File: src/rtl/mux_arbiter_2to1_pkg.sv
// mux_arbiter_2to1_pkg
//   Shared definitions for the two-requester port arbiter:
//   - arb_state_t : FSM state encoding (IDLE / OWN1 / OWN2)
//   - req_id_t    : requester identifiers used for the "last owner" record
//   - BYTE_W      : width of the shared datapath byte
package mux_arbiter_2to1_pkg;

    localparam int BYTE_W = 8;

    typedef enum logic [1:0] {
        IDLE = 2'b00,
        OWN1 = 2'b01,
        OWN2 = 2'b10
    } arb_state_t;

    // Requester identifiers; REQ2 is the reset value of "last" so that
    // requester 1 wins the first tie after reset.
    typedef enum logic {
        REQ1 = 1'b0,
        REQ2 = 1'b1
    } req_id_t;

endpackage

File: src/rtl/mux8bit.sv
// mux8bit
//   Plain 2:1 byte multiplexer used as the data steer of the arbiter.
//   Ports:
//     in1 : byte selected when sel = 0
//     in2 : byte selected when sel = 1
//     sel : select
//     out : selected byte (purely combinational)
module mux8bit
    import mux_arbiter_2to1_pkg::*;
(
    input  logic [BYTE_W-1:0] in1,
    input  logic [BYTE_W-1:0] in2,
    input  logic              sel,
    output logic [BYTE_W-1:0] out
);

    assign out = sel ? in2 : in1;

endmodule

File: src/rtl/mux_arbiter_2to1.sv
// mux_arbiter_2to1
//   Round-robin arbiter sharing one 8-bit port between requester 1
//   (instruction fetch) and requester 2 (data access). Bounds each owner's
//   burst to MAX_BURST accepted transfers when the other side is waiting,
//   and drives the select of the byte mux.
//
//   Handshake: a requester raises reqX and holds it for its whole burst.
//   While it owns the port (gntX=1) every cycle with valid=1 and ack=1 is
//   one accepted transfer. valid = owner's gnt AND owner's req, so it falls
//   combinationally in the cycle the owner drops req; ack is ignored
//   whenever valid is low (including IDLE).
//
//   Ports:
//     clk, rst      : rising-edge clock, synchronous active-high reset
//     req1, req2    : port requests
//     in1, in2      : requester bytes
//     ack           : shared resource accepted the current byte
//     gnt1, gnt2    : registered grants (never both high)
//     sel           : registered mux select (0 = in1, 1 = in2)
//     out           : shared-port byte, combinational from sel
//     valid         : out carries a live byte
//     state_dbg     : current FSM state, for observation only
module mux_arbiter_2to1
    import mux_arbiter_2to1_pkg::*;
#(
    parameter int MAX_BURST = 4
) (
    input  logic              clk,
    input  logic              rst,
    input  logic              req1,
    input  logic              req2,
    input  logic [BYTE_W-1:0] in1,
    input  logic [BYTE_W-1:0] in2,
    input  logic              ack,
    output logic              gnt1,
    output logic              gnt2,
    output logic              sel,
    output logic [BYTE_W-1:0] out,
    output logic              valid,
    output arb_state_t        state_dbg
);

    localparam int CNT_W = $clog2(MAX_BURST + 1);
    // cnt value at which the next accepted transfer completes the burst
    localparam logic [CNT_W-1:0] CNT_LAST = CNT_W'(MAX_BURST - 1);

    arb_state_t        state;
    req_id_t           last;
    logic [CNT_W-1:0]  cnt;
    logic              xfer;
    logic              burst_done;

    assign valid      = (gnt1 & req1) | (gnt2 & req2);
    assign xfer       = valid & ack;
    assign burst_done = xfer && (cnt == CNT_LAST);
    assign state_dbg  = state;

    always_ff @(posedge clk) begin
        if (rst) begin
            state <= IDLE;
            last  <= REQ2;
            cnt   <= '0;
            gnt1  <= 1'b0;
            gnt2  <= 1'b0;
            sel   <= 1'b0;
        end else begin
            case (state)
                IDLE: begin
                    // Tie goes to whichever requester did not own last.
                    if (req1 && (!req2 || last == REQ2)) begin
                        state <= OWN1;
                        last  <= REQ1;
                        cnt   <= '0;
                        gnt1  <= 1'b1;
                        gnt2  <= 1'b0;
                        sel   <= 1'b0;
                    end else if (req2) begin
                        state <= OWN2;
                        last  <= REQ2;
                        cnt   <= '0;
                        gnt1  <= 1'b0;
                        gnt2  <= 1'b1;
                        sel   <= 1'b1;
                    end
                end

                OWN1: begin
                    // Dropping req1 blocks any transfer this cycle (valid=0),
                    // so release and preemption collapse to the same handover.
                    if ((!req1 || burst_done) && req2) begin
                        state <= OWN2;
                        last  <= REQ2;
                        cnt   <= '0;
                        gnt1  <= 1'b0;
                        gnt2  <= 1'b1;
                        sel   <= 1'b1;
                    end else if (!req1) begin
                        // sel keeps its value while idle
                        state <= IDLE;
                        cnt   <= '0;
                        gnt1  <= 1'b0;
                        gnt2  <= 1'b0;
                    end else if (burst_done) begin
                        // nobody waiting: restart the burst count, keep port
                        cnt   <= '0;
                    end else if (xfer) begin
                        cnt   <= cnt + 1'b1;
                    end
                end

                OWN2: begin
                    if ((!req2 || burst_done) && req1) begin
                        state <= OWN1;
                        last  <= REQ1;
                        cnt   <= '0;
                        gnt1  <= 1'b1;
                        gnt2  <= 1'b0;
                        sel   <= 1'b0;
                    end else if (!req2) begin
                        state <= IDLE;
                        cnt   <= '0;
                        gnt1  <= 1'b0;
                        gnt2  <= 1'b0;
                    end else if (burst_done) begin
                        cnt   <= '0;
                    end else if (xfer) begin
                        cnt   <= cnt + 1'b1;
                    end
                end

                default: begin
                    state <= IDLE;
                    cnt   <= '0;
                    gnt1  <= 1'b0;
                    gnt2  <= 1'b0;
                end
            endcase
        end
    end

    mux8bit u_mux (
        .in1 (in1),
        .in2 (in2),
        .sel (sel),
        .out (out)
    );

endmodule
File: config.mk
export PLATFORM = sky130hd
export DESIGN_NAME = mux_arbiter_2to1
export DESIGN_NICKNAME = d
export VERILOG_FILES = /design/src/rtl/mux_arbiter_2to1_pkg.sv /design/src/rtl/mux8bit.sv /design/src/rtl/mux_arbiter_2to1.sv
export SDC_FILE = /design/constraint.sdc
export NUM_CORES = 1
export LEC_CHECK = 0
export ABC_AREA = 1
export CAP_MARGIN = 40
export CORE_MARGIN = 4
export CORE_UTILIZATION = 44
export CTS_BUF_LIST = sky130_fd_sc_hd__clkbuf_8
export CTS_CLUSTER_DIAMETER = 200
export DETAILED_ROUTE_END_ITERATION = 16
export PLACE_DENSITY = 0.84
export SLEW_MARGIN = 10
export SYNTH_ARGS = -nofsm -noshare
export SYNTH_HDL_FRONTEND = slang
export SYNTH_HIERARCHICAL = 1
export SYNTH_SLANG_ARGS = --single-unit
File: constraint.sdc
create_clock -name clk -period 3.1 [get_ports clk]
set_clock_uncertainty 0.1 [all_clocks]
set_input_delay 0.31 -clock clk [delete_from_list [all_inputs] [get_ports clk]]
set_output_delay 0.31 -clock clk [all_outputs]
set_load 0.05 [all_outputs]
# --- After elaboration in Yosys (flattened, before gate mapping) ---
# Index checks and enable logic that the tools add are counted.
word_totals:
  ff_bits: 9
  input_bits: 21
  output_inout_bits: 14
  elab_cells: 64
op_classes:
  addsub: 1
  n_eq_ne: 8
  mux: 32
  bitwise: 4
  reduce_logical: 13
op_table:
  columns: ["operator", "n"]
  rows:
  - ["3-bit 2-to-1 mux", 8]
  - ["1-bit 2-to-1 mux", 12]
  - ["2-bit 2-to-1 mux", 6]
  - ["3-bit != test, second input constant", 3]
  - ["1-bit case mux with 3 select lines", 3]
  - ["3-bit case mux with 3 select lines", 1]
  - ["8-bit 2-to-1 mux", 1]
  - ["2-bit case mux with 3 select lines", 1]
  - ["1-bit logical AND", 4]
  - ["2-bit != test, second input constant", 2]
  - ["4-bit AND reduction", 1]
  - ["3-bit by 1-bit adder with 3-bit output, second input constant", 1]
  - ["1-bit bitwise AND", 3]
  - ["3-bit by 2-bit equality test with 1-bit output, second input constant", 1]
  - ["1-bit logical OR", 3]
  - ["3-bit AND reduction", 1]
  - ["3-bit nonzero test", 1]
  - ["2-bit by 1-bit equality test with 1-bit output, second input constant", 1]
  - ["2-bit equality test, second input constant", 1]
  - ["1-bit logical NOT", 2]
  - ["2-bit logical NOT", 1]
  - ["1-bit bitwise OR", 1]

# --- Longest topological paths before layout ---
# Gate-level depths: netlist (run 1).
logic_depth:
  ltp_word: 8
  depth_mapped: 9
  mapped_depth_nobuf: 9

# --- Cells and area by module ---
# Netlist (run 1), hierarchy kept.
modules_own_cells:
  columns: ["mod", "n_inst", "cells_each", "area_per_inst_um2"]
  rows:
  - ["mux_arbiter_2to1", 1, 86, 613.1]
  - ["mux8bit", 1, 26, 105.1]

# --- Worst setup path after synthesis (run 1) ---
# No wires, ideal clock.
synth_path:
  path_kind: "register -> register"
  start: "register state[0] (netlist: state_dbg[0])"
  end: "register cnt[0]"
  setup_time_ns: 0.056
  arrival_ns: 1.719
  slack_ns: 1.225
  stages_incl_launch_ff: 8
  synth_period_minus_slack_ns: 1.875
  path_cell_list: "dfxtp_1 > inv_1 > ha_1 > nand2_1 > o211ai_1 > nand2_1 > or2_2 > inv_1"
synth_via:
  elab_chain_len: 2
  elab_cells_between_ends: 5
  classes_between: "eq/ne (3); mux (1); reduce/logical (1)"
synth_rtl:
  columns: ["item", "line_no", "source"]
  rows:
  - ["start, declared", "mux_arbiter_2to1.sv:47", "arb_state_t state;"]
  - ["start signal, assigned", "mux_arbiter_2to1.sv:60", "state <= IDLE;"]
  - ["start signal, assigned", "mux_arbiter_2to1.sv:71", "state <= OWN1;"]
  - ["start signal, assigned", "mux_arbiter_2to1.sv:78", "state <= OWN2;"]
  - ["2-bit equality test (tied with other cells)", "mux_arbiter_2to1.sv:67", "case (state)"]
  - ["3-bit case mux with 3 select lines or 3-bit != test (tied branches)", null, null]
  - ["end signal, assigned", "mux_arbiter_2to1.sv:107", "cnt <= cnt + 1'b1;"]
  - ["end signal, assigned", "mux_arbiter_2to1.sv:127", "cnt <= cnt + 1'b1;"]
  - ["end, declared", "mux_arbiter_2to1.sv:49", "logic [CNT_W-1:0] cnt;"]
# Parallel ways exist; a longest one is shown, timed or not.
# A chain may end at the register's enable or synchronous reset.

# --- Worst setup path in the final report (run 1) ---
layout_path:
  start: "input port req2"
  end: "output port valid"
layout_via:
  elab_chain_len: 2
layout_rtl:
  columns: ["item", "line_no", "source"]
  rows:
  - ["start, declared", "mux_arbiter_2to1.sv:31", "input logic req2,"]
  - ["1-bit bitwise AND", "mux_arbiter_2to1.sv:53", "assign valid = (gnt1 & req1) | (gnt2 & req2);"]
  - ["1-bit bitwise OR", "mux_arbiter_2to1.sv:53", null]
  - ["end, declared", "mux_arbiter_2to1.sv:39", "output logic valid,"]
# No other way between the ends.

==> results.md, run 1 <==
- Port bufs: 34
- Post-CTS setup buffer count: 0
- Syn nets: 139
- Die area: 2343 µm²
- Relative slew slack: 63.63%
- Synth top area cells: dfxtp_1 25%, nand2_1 24%, ha_1 10%, nand3_1 7.0%, inv_1 6.3%
- Final setup fails: 0
- Asr flop ratio synth: 0%
- Pin count of the biggest net entering global routing: 12
- Die H: 48.40 µm
- R2R depth: 9
- Syn Std Cell Area: 718.2 µm²
- Core ar.: 1524 µm²
- Cts hold-fix bufs: 0
- Most frequent cells after synthesis: 46 x nand2_1, 12 x inv_1, 10 x nand3_1, 9 x dfxtp_1, 7 x a21oi_1
- Run status: finished, final reports clean
- Worst setup path class: in -> out
- Rows: 14
- CP dominant cell by count: clkdlybuf4s50_1
- Hold Crit Class: reg -> reg
- FF-to-FF End: gnt2
- Avg Cell Area, Syn: 6.412 µm²
- Antenna Nets Post-Route: 0
- Crit path largest cell delay: 0.81 ns
- CTS Buf Count: 3
- DR vias/cell: 5.255
- Detailed Routing Iterations Pass 1: 4
- Hold Path Cell Cnt: 2
- Slew Limit Fails: 0
- FILL cells: 134
- Multi-input logic area: 478.0 µm²
- Total wire length: 1982 µm
- Sw power: 331.4 µW
- Worst-path cell chain: clkdlybuf4s50_1 -> nand2_1 -> nand2_2 -> clkdlybuf4s50_1
- Combinational fraction of design power: 57.8%
- CTS Sinks: 9
- Pre-CTS setup slack: 0.7421 ns
- Synth cell types: 20
- Crit start category: input port
- Register bit total from synthesis: 9
- Top FF cell, synth: dfxtp_1
- Worst-Margin Slew: 0.5439 ns
- N_diodes: 0
- Worst R2R Start: cnt[0]
- CTS HTree Levels: 1
- Final min period: 2.367 ns
- Ports: 35
- CTS tree: done
- Crit path from: req2
- Reg2reg setup slack: 1.41 ns
- CP endpoint: valid
- Post-synth EDFFs: 0
- Final WS setup: 0.7331 ns
- Top cell type's share of synthesized area: 25.09%
- CP max FO: 7
- Max Cap Viol: 0
- Initial antenna violation count: 0
- CTS clk-pin slew, worst paths: 0.05 ns
- Synth area leader: dfxtp_1
- Crit. End Element: output port
- Placed cell count: 161
- Resized Gates After CTS: 0
- GR Util All Layers: 17.96%
- Clock Tree Buf Depth: 2
- Slowest cell on crit path: clkdlybuf4s50_1
- LEAKAGE: 0.0005357 µW
- Yosys Warn Count: 6
- Clock latency on the worst-skew pair: 0.24 ns
- Fin cells: 165
- Stages on the worst setup path: 4
- Post-layout nets: 177
- Synth Instances: 112
- Vias: 867
- Area Growth Syn to Fin: 54.88%
- Drt first-iter violations: 17
- WL/cell: 12.01 µm
- Seq/Total Area, Yosys: 25.09%
- Clk pwr share: 19.3%
- Setup TNS: 0 ns
- PD cells: 625.4 nW/µm²
- Grt ovf: 0
- CTS root buffer: clkbuf_8
- Required @ worst endpoint: 2.69 ns
- Critical path's top delay family: buffers and inverters
- Pint: 364.3 µW
- Dpl hpwl: 1618 µm
- Initial Utilization: 47.13%
- Max rail drop VDD: 0.0005061 V
- Gp weighted congestion: 0.8514
- Most common cell in the synthesized netlist: nand2_1
- Vias in the first global route: 792
- RSZ-0062 raised after global routing: false
- First-pass GRT wire length: 3387 µm
- Sequential share of power: 22.9%
- Max Clk Rate: 422.5 MHz
- DRC viols: 0
- Tcrit/Tclk final: 76.35%
- Area taken by flip-flops and latches: 180.2 µm²
- Hold Fails Final Rpt: 0
- Net Sw Frac: 47.64%
- Layout cells sized above 1: 8.054%
- Worst EP arrival: 1.96 ns
- Buffers plus inverters on the worst setup path: 2
- Die Span X: 48.40 µm
[power groups by stage]
| stage | clock (µW) | sequential (µW) | combinational (µW) |
|---|---|---|---|
| finish | 134 | 159 | 402 |
| global route | 146 | 162 | 428 |
| detailed placement | 0 | 161 | 401 |
| floorplan | 0 | 198 | 234 |
| CTS | 138 | 159 | 403 |
| global placement | 0 | 160 | 394 |
[placed cells by master, fill, tap and decap left out, types with 2 or more instances in the layout]
cell	instances
nand2_1	46
clkdlybuf4s50_1	34
inv_1	13
nand3_1	10
dfxtp_1	9
a21oi_1	7
ha_1	6
nor2_1	4
o21ai_0	3
clkbuf_8	3
nand2_2	2
nand4_1	2
nand3_2	2
[registers in the layout, indices dropped and copies added, names as in the netlist]
signal and cells:
gnt1 1, cnt 3, gnt2 1, sel 1, state_dbg 2, last 1
[cell type report]
| cell class | instances | share of cell area (%) |
|---|---|---|
| Multi-Input combinational cell | 89 | 42.97 |
| Inverter | 13 | 4.387 |
| Tap cell | 16 | 1.800 |
| Sequential cell | 9 | 16.20 |
| Clock inverter | 1 | 0.3375 |
| Timing Repair Buffer | 34 | 30.60 |
| Clock buffer | 3 | 3.712 |
[kinds of logic (layout without fill, tap and decap cells)]
logic type / Yosys count / after routing / synth area share [%]
AOI/OAI and AO/OA: 12 / 12 / 9.059
xor gates and xnor gates: 1 / 1 / 1.220
adders and majority gates: 6 / 6 / 10.45
buffers and inverters: 14 / 51 / 8.361
DFF: 9 / 9 / 25.09
muxes: 1 / 1 / 1.568
and+or+nand+nor: 69 / 69 / 44.25
[layer usage]
metal,global-route usage (%),wire length (µm)
met3,8.282,214
met4,7.834,93
met1,19.59,797
met2,29.35,877
met5,0,0
[worst min-delay path by stage]
| stage | start | to |
|---|---|---|
| 2_1_floorplan | rst | gnt1 |
| 3_3_place_gp | last | last |
| 3_5_place_dp | last | last |
| 4_1_cts | gnt1 | gnt1 |
| 5_1_grt | gnt1 | gnt1 |
| 6_report | last | last |
[per-stage QoR]
stage | util (%) | hold WS, ns | area (µm²) | total power [µW]
floorplan | - | 0.2791 | 718.2 | 432.0
global route | 72.99 | 0.4227 | 1112 | 737.1
detailed placement | 70.03 | 0.3867 | 1067 | 561.6
global placement | 70.03 | 0.3707 | 1067 | 554.5
CTS | 72.99 | 0.3978 | 1112 | 700.7
finish | 72.99 | 0.3907 | 1112 | 695.7
[worst register-to-register path: stages (launching register included)]
cell     delay, ns
dfxtp_1       0.32
ha_1          0.20
ha_1          0.21
nand3_4       0.11
nand2_1       0.08
nand2_1       0.10
nand3_2       0.12
nand3_2       0.13
nand2_1       0.07
a21oi_1       0.17
(Power assumes the default switching activity.)
==> run 2, diff against run 1 <==
- CORE_UTILIZATION: 44 -> 41
- PLACE_DENSITY: 0.84 -> 0.79
- clock period: 3.1 -> 2.2 ns (I/O delays scaled with it)
==> run 2 against run 1 <==
  * Register-to-register slack lost 0.87 ns
  * Setup slack lost 0.32 ns
  * Clock power grew 38%
  * Cell count grew 0.61%
  * Design area shrank 0.23%
  * Combinational power grew 44%
  * Utilization shrank 2.6 points
  * Global-route usage shrank 1.2 points
  * Critical endpoint is now state_dbg[0]
  * Largest power group unchanged
==> results.md, run 2 (synthesis results as in run 1) <==
- Run status: finished, final reports clean
- Buffers plus inverters on the worst setup path: 1
- Die H: 49.86 µm
- Drt first-iter violations: 15
- DRC viols: 0
- Total wire length: 1859 µm
- CTS tree: done
- WL/cell: 11.20 µm
- DR vias/cell: 5.096
- Dpl hpwl: 1625 µm
- Required @ worst endpoint: 1.88 ns
- CTS Buf Count: 3
- Gp weighted congestion: 0.8870
- Reg2reg setup slack: 0.54 ns
- Final min period: 1.789 ns
- Stages on the worst setup path: 1
- RSZ-0062 raised after global routing: false
- First-pass GRT wire length: 3277 µm
- Hold Crit Endpoint: last
- Worst setup path class: reg -> out
- Max Clk Rate: 558.9 MHz
- Pre-CTS setup slack: 0.2218 ns
- LEAKAGE: 0.0005537 µW
- Initial Utilization: 45.56%
- CTS Sinks: 9
- Layout cells sized above 1: 14.67%
- Core ar.: 1577 µm²
- Area Growth Syn to Fin: 54.53%
- Worst-path cell chain: clkdlybuf4s50_1
- R2R depth: 9
- Rows: 14
- Die Span X: 49.86 µm
- Vias: 846
- Most frequent cells in the layout: 46 x nand2_1, 25 x clkdlybuf4s50_1, 13 x inv_1, 10 x nand3_1
- Relative slew slack: 66.61%
- CP max FO: 5
- Critical path's top delay family: buffers and inverters
- Clock latency on the worst-skew pair: 0.23 ns
- Crit. End Element: output port
- Hold Fails Final Rpt: 0
- N_diodes: 0
- Worst R2R Start: cnt[0]
- Ports: 35
- Antenna Nets Post-Route: 0
- Port bufs: 34
- Detailed Routing Iterations Pass 1: 4
- Post-CTS setup buffer count: 0
- Commonest non-fill, non-tap cell in the layout: nand2_1
- Pin count of the biggest net entering global routing: 11
- Setup TNS: 0 ns
- Initial antenna violation count: 0
- Slowest cell on crit path: clkdlybuf4s50_1
- Hold Path Cell Cnt: 2
- Most flops, register: cnt
- Max reg flops: 3
- Slew Limit Fails: 0
- Max rail drop VDD: 0.0006769 V
- Tcrit/Tclk final: 81.33%
- Clock Tree Buf Depth: 2
- PD cells: 877.3 nW/µm²
- Worst-Margin Slew: 0.4993 ns
- Vias in the first global route: 795
- CTS clk-pin slew, worst paths: 0.05 ns
- Final WS setup: 0.4106 ns
- Hold wc startpoint: last
- Cts hold-fix bufs: 0
- Worst EP arrival: 1.47 ns
- Grt ovf: 0
- Crit start category: flop
- CTS HTree Levels: 1
- Crit path largest cell delay: 0.84 ns
- Hold Crit Class: reg -> reg
- Final setup fails: 0
- Die area: 2486 µm²
- CTS root buffer: clkbuf_8
- GR Util All Layers: 16.75%
- Resized Gates After CTS: 0
- FF-to-FF End: state_dbg[0]
- Max Cap Viol: 0
- Post-layout nets: 178
run 2: cell count changes in the layout (fill, tap and decap cells not counted):
cell             change
buf_12               +1
clkdlybuf4s50_1      -9
buf_4                +9
run 2: layout make-up:
type / instances / area [µm²]
Timing Repair Buffer: 35 / 337.8
Tap cell: 16 / 20.02
Fill cell: 142 / 466.7
Clock inverter: 1 / 3.754
Inverter: 13 / 48.80
Clock buffer: 3 / 41.29
Multi-Input combinational cell: 89 / 478.0
Sequential cell: 9 / 180.2
run 2: worst max-delay path by stage:
stage                      start  slack [ns]            to
floorplan           state_dbg[0]        0.33        cnt[0]
finish              state_dbg[0]        0.41  state_dbg[0]
global placement            req2        0.27          gnt2
global route                req2        0.30          gnt1
CTS                 state_dbg[0]        0.40  state_dbg[0]
detailed placement          req2        0.22          gnt2
run 2: power by group:
group          total, µW  internal (µW)  switching (µW)
sequential           212            190            21.9
clock                185            121            63.5
combinational        577            203             374
total                974            514             460
run 2: stage by stage:
stage	hold slack, ns	power, µW	cells	util [%]	cell area [µm²]
after global routing	0.4025	1040	166	70.40	1110
after floorplan	0.1891	608.7	112	-	718.2
after global placement	0.3543	790.0	162	67.54	1065
after CTS	0.3713	981.4	166	70.40	1110
after detailed placement	0.3606	794.9	162	67.54	1065
final	0.3639	973.7	166	70.40	1110
run 2: routing by layer:
| metal | share of wire, % | vias up | global-route usage (%) |
|---|---|---|---|
| li1 | - | 437 | - |
| met1 | 45 | 366 | 19.67 |
| met2 | 45 | 39 | 29.74 |
| met3 | 9.1 | 4 | 5.422 |
| met4 | 0.54 | 0 | 2.765 |
| met5 | 0 | - | 0 |
